==> src/rtl/iso_tree_scorer.sv <==
// iso_tree_scorer: walks a programmable isolation tree one level per clock for
// each accepted sample and reports path length, anomaly flag and channel tag.
// Short paths mean the sample was isolated quickly, i.e. anomalous.
module iso_tree_scorer #(
    parameter int DATA_W     = 8,
    parameter int DEPTH      = 4,
    parameter int NUM_CH     = 4,
    parameter int ANOM_CNT_W = 16,
    localparam int unsigned NODES = 2**DEPTH - 1,
    localparam int CH_W  = ($clog2(NUM_CH) > 1) ? $clog2(NUM_CH) : 1,
    localparam int PL_W  = $clog2(DEPTH + 1)
) (
    input  logic                  clk,
    input  logic                  reset,
    input  logic                  in_valid,
    output logic                  in_ready,
    input  logic [DATA_W-1:0]     in_data,
    input  logic [CH_W-1:0]       in_ch,
    input  logic [PL_W-1:0]       score_th,
    output logic                  out_valid,
    input  logic                  out_ready,
    output logic [PL_W-1:0]       out_path,
    output logic                  out_anom,
    output logic [CH_W-1:0]       out_ch,
    input  logic                  cfg_we,
    input  logic [DEPTH-1:0]      cfg_addr,
    input  logic [DATA_W-1:0]     cfg_thr,
    input  logic                  cfg_leaf,
    output logic                  cfg_ack,
    output logic [ANOM_CNT_W-1:0] anom_cnt,
    input  logic                  cnt_clr
);

    typedef enum logic [1:0] {IDLE, WALK, DONE} state_t;

    state_t            state;
    state_t            state_nxt;

    logic [DATA_W-1:0] node_thr  [NODES];
    logic              node_leaf [NODES];

    logic [DATA_W-1:0] data_q;
    logic [CH_W-1:0]   ch_q;
    logic [PL_W-1:0]   th_q;
    logic [DEPTH-1:0]  idx;
    logic [PL_W-1:0]   level;

    logic              accept;
    logic              cfg_hit;
    logic              cur_leaf;
    logic              go_left;
    logic              last_level;
    logic              walk_end;
    logic              handshake;
    logic [PL_W-1:0]   path_nxt;
    logic [DEPTH-1:0]  idx_nxt;

    // Address NODES (all ones) is not a node and is silently ignored.
    assign accept     = (state == IDLE) && in_valid;
    assign cfg_hit    = (state == IDLE) && cfg_we && (cfg_addr != '1);
    assign cur_leaf   = node_leaf[idx];
    assign go_left    = data_q < node_thr[idx];
    assign last_level = (level == PL_W'(DEPTH - 1));
    assign walk_end   = cur_leaf || last_level;
    assign path_nxt   = cur_leaf ? level : PL_W'(DEPTH);
    // Children of idx are 2*idx+1 / 2*idx+2; top bit of idx is zero whenever a child exists.
    assign idx_nxt    = {idx[DEPTH-2:0], 1'b0} + (go_left ? DEPTH'(1) : DEPTH'(2));
    assign handshake  = out_valid && out_ready;
    assign out_ch     = ch_q;

    // State register.
    always_ff @(posedge clk or negedge reset) begin
        if (!reset) begin
            state <= IDLE;
        end else begin
            state <= state_nxt;
        end
    end

    // Next-state: accept -> walk until leaf or last level -> hold result until consumed.
    always_comb begin
        state_nxt = state;
        case (state)
            IDLE:    if (in_valid)  state_nxt = WALK;
            WALK:    if (walk_end)  state_nxt = DONE;
            DONE:    if (out_ready) state_nxt = IDLE;
            default: state_nxt = IDLE;
        endcase
    end

    // Handshake outputs decoded from state.
    always_comb begin
        in_ready  = 1'b0;
        out_valid = 1'b0;
        case (state)
            IDLE:    in_ready  = 1'b1;
            DONE:    out_valid = 1'b1;
            default: ;
        endcase
    end

    // Node table; writes only land in IDLE so a walk always sees a stable tree.
    always_ff @(posedge clk or negedge reset) begin
        if (!reset) begin
            for (int unsigned i = 0; i < NODES; i++) begin
                node_thr[i]  <= '0;
                node_leaf[i] <= 1'b0;
            end
            cfg_ack <= 1'b0;
        end else begin
            cfg_ack <= cfg_hit;
            if (cfg_hit) begin
                node_thr[cfg_addr]  <= cfg_thr;
                node_leaf[cfg_addr] <= cfg_leaf;
            end
        end
    end

    // Sample latch and tree walk; result registers load on the final level.
    always_ff @(posedge clk or negedge reset) begin
        if (!reset) begin
            data_q   <= '0;
            ch_q     <= '0;
            th_q     <= '0;
            idx      <= '0;
            level    <= '0;
            out_path <= '0;
            out_anom <= 1'b0;
        end else if (accept) begin
            data_q <= in_data;
            ch_q   <= in_ch;
            th_q   <= score_th;
            idx    <= '0;
            level  <= '0;
        end else if (state == WALK) begin
            if (walk_end) begin
                out_path <= path_nxt;
                out_anom <= (path_nxt < th_q);
            end else begin
                idx   <= idx_nxt;
                level <= level + PL_W'(1);
            end
        end
    end

    // Saturating count of delivered anomalies; clear has priority.
    always_ff @(posedge clk or negedge reset) begin
        if (!reset) begin
            anom_cnt <= '0;
        end else if (cnt_clr) begin
            anom_cnt <= '0;
        end else if (handshake && out_anom && (anom_cnt != '1)) begin
            anom_cnt <= anom_cnt + ANOM_CNT_W'(1);
        end
    end

endmodule

==> config.mk <==
export PLATFORM = sky130hd
export DESIGN_NAME = iso_tree_scorer
export DESIGN_NICKNAME = d
export VERILOG_FILES = /design/src/rtl/iso_tree_scorer.sv
export SDC_FILE = /design/constraint.sdc
export NUM_CORES = 1
export LEC_CHECK = 0
export CAP_MARGIN = 20
export CORE_UTILIZATION = 45
export DETAILED_ROUTE_END_ITERATION = 8
export PLACE_DENSITY = 0.62
export SLEW_MARGIN = 20
export SYNTH_ARGS = -nofsm -noshare
export SYNTH_HDL_FRONTEND = slang
export SYNTH_SLANG_ARGS = --single-unit
==> constraint.sdc <==
create_clock -name clk -period 4.8 [get_ports clk]
set_input_delay 0.48 -clock clk [delete_from_list [all_inputs] [get_ports clk]]
set_output_delay 0.48 -clock clk [all_outputs]
set_load 0.005 [all_outputs]
==> impl_metrics.toml <==
[die]
io_pins = 57
die_x_um = 140
rows = 49
die_y_um = 140
start_util_pct = 46.6
core_mm2 = 0.0183
dieArea_mm2 = 0.0195

[timing]
tns_ns = 0
setup_viol = 0
final-max-slew-violation-count = 0
max_slew_margin_pct = 37.3
min_period_over_period_pct = 78.5
rsz0062_at_grt = "no"
fin_crit_ns = 3.77
worst_slew_pin_slew_ns = 0.938
fmax_mhz = 265
clock_skew_ns = 0.00768
finalHoldViolCount = 0

[cts]
postCtsHoldBufs = 0
htreeDepth = 4
path_clk_slew_ns = 0.07
cts_root_buf = "clkbuf_16"
insertion_delay_ns = 0.44
cts_setup_buffers = 0
cts_tree = "yes"
cts_resized = 0
cts_sinks = 178
numCtsBuffers = 17
clock_path_buffers = 2

[placed_design]
io_buffers = 56
place_hpwl_um = 12600
place.gp.congestion = 0.845
dp_cells = 877

[setup_path]
path_cells = "buf_4 -> mux4_2 -> mux4_2 -> inv_1 -> ha_1 -> nand4_1 -> o22ai_1 -> a211o_1 -> ha_1 -> ha_1 -> xnor2_1 -> mux2i_1"
cp.arrival_ns = 4.07
critPathMaxFanout = 25
cp_slowest_cell = "dfrtp_2"
crit_family = "multiplexers"
critical_path_class = "reg2reg"
max_stage_delay_ns = 0.81
crit_required_ns = 5.11
startpoint_type = "flip-flop"
cpMostUsedCell = "ha_1"
end_kind = "flip-flop"
worst-path-buf-inv = 2

[detailed_routing]
firstDrtPassIters = 4
routed_wirelength_um = 19600
routedWlPerCell_um = 21.5
viasPerCell = 5.78
drc = 0
drt_iter0_markers = 225
ant_nets = 0
routed-via-count = 5264

[global_routing]
grt_overflow = 0
grt_pass1_vias = 5604
antenna_found_initial = 1
grt_max_degree = 89
grt_pass1_wl_um = 31500
grtUsageTotal_pct = 21.9

[logic_synthesis]
synth-edff-count = 0
synth_seq_cells = 178
synth-simple-area-share_pct = 7.19
synth_ff_type = "dfrtp_1"
yosys-top-cells-area = "dfrtp_1, mux2_2, mux4_2, mux2i_1, ha_1"
syn_area_mm2 = 0.00852
synthesis.nets = 660
synth-seq-area-share_pct = 52.3
synth_xor_area_share_pct = 1.54
ys_warn_count = 0
async_reset_ff_share_pct = 100
synth_cell_types = 51
synth_compound_gate_area_share_pct = 3.96
muxShareOfSynthArea_pct = 30.6
syn_area_per_cell_um2 = 13.9
synth_top_family_by_area = "multiplexers"
yosysTopAreaCell = "dfrtp_1"
synth_cells = 614
synth_top_cell_area_share_pct = 52.3
synthAdderAreaFrac_pct = 2.06

[final_layout]
drive_gt1_share_pct = 34.6
layout.nets = 713
final_cell_count_no_fill = 910
area_growth_pct = 16.5

[power]
p_leak_nw = 4.37
ir_drop_mv = 0.297
finalPower_w = 0.00588
power.density_mw_per_mm2 = 592

[flow_run]
drv_cap = 0

[worst_hold_path]
hold_class = "in2async"

[run_status]
status = "finished, final reports clean"
## cells in the final DEF, fill, tap and decap left out, drive strengths merged, types with 5 or more instances in the layout
| cell | count |
|---|---|
| mux2i | 21 |
| clkbuf | 17 |
| o2111ai | 5 |
| nor2b | 8 |
| clkdlybuf4s50 | 55 |
| mux2 | 151 |
| dfrtp | 178 |
| xor2 | 14 |
| clkinv | 5 |
| nand2 | 29 |
| o21ai | 12 |
| inv | 26 |
| mux4 | 31 |
| o211ai | 6 |
| nand3 | 11 |
| nor3 | 5 |
| nand4 | 7 |
| buf | 7 |
| nor2 | 32 |
| ha | 14 |
## cells by family after synthesis
family                     after synthesis
DFF                                    178
buffers and inverters                   47
muxes                                  203
adders and majority gates               14
and+or+nand+nor                        112
xor gates and xnor gates                15
AOI/OAI and AO/OA                       45
## layer usage
metal  share of wire [%]  vias to the layer above  global-route usage, %
met5                   0                        -                      0
met4                 2.8                        0                   10.4
met3                 3.8                       39                   4.37
met2                  50                      113                   36.6
met1                  43                     2732                   27.3
li1                    -                     2380                      -
## flip-flops by register name, summed over array words and instances (netlist names)
| name | flops |
|---|---|
| data_q | 8 |
| th_q | 3 |
| cfg_ack | 1 |
| out_path | 3 |
| out_ch | 2 |
| node_leaf | 15 |
| out_anom | 1 |
| idx | 4 |
| level | 3 |
| anom_cnt | 16 |
| state | 2 |
| node_thr | 120 |
## per-stage QoR
stage                     setup WS, ns  utilization (%)  hold WS (ns)  cell area, um2
final                             1.03             54.4        0.0810            9930
after CTS                         1.01             54.3         0.124            9930
after global routing             0.791             54.4         0.155            9930
after detailed placement          1.02             50.9         0.488            9310
after floorplan                   1.43                -         0.184            8520
after global placement            1.07             50.9         0.482            9300
## worst paths after layout
path,slack [ns],endpoint,start,cells after the start
max reg2reg,1.03,idx[3]$_DFFE_PN0P_,idx[0]$_DFFE_PN0P_,12
max in group asynchronous,3.56,anom_cnt[7]$_DFFE_PN0P_,reset,2
max,1.03,idx[3]$_DFFE_PN0P_,idx[0]$_DFFE_PN0P_,12
min in group clk,0.50,node_thr[16]$_DFFE_PN0P_,node_thr[16]$_DFFE_PN0P_,1
min,0.08,anom_cnt[1]$_DFFE_PN0P_,reset,1
min reg2reg,0.50,node_thr[16]$_DFFE_PN0P_,node_thr[16]$_DFFE_PN0P_,1
## Yosys cell counts, drive strengths merged (5+ instances only)
cell	number
dfrtp	178
mux2	151
nor2	32
mux4	31
nand2	29
mux2i	21
inv	19
clkbuf	17
ha	14
xor2	14
o21ai	12
buf	11
nand3	11
nor2b	8
nand4	7
o211ai	6
nor3	5
o2111ai	5
## cell type report
| class | count | area (um2) |
|---|---|---|
| multi-input combinational | 389 | 3870 |
| fill | 1528 | 8340 |
| timing repair buffer | 62 | 619 |
| clock buffer | 17 | 425 |
| sequential | 178 | 4460 |
| inverter | 19 | 71.3 |
| clock inverter | 15 | 196 |
| tap | 229 | 287 |
| antenna | 1 | 2.50 |
## worst reg2reg max path, cell delays in order (launching register included)
cell and delay (ns):
dfrtp_2 0.81, buf_4 0.37, mux4_2 0.55, mux4_2 0.45
inv_1 0.10, ha_1 0.24, nand4_1 0.14, o22ai_1 0.10
a211o_1 0.29, ha_1 0.19, ha_1 0.18, xnor2_1 0.12
mux2i_1 0.09
## power breakdown
group / switching (W) / leakage (nW) / internal [W]
logic: 0.000767 / 1.77 / 0.00114
registers: 0.000427 / 2.29 / 0.00208
clock network: 0.000623 / 0.307 / 0.000836
Power figures use the tool's default switching activity.
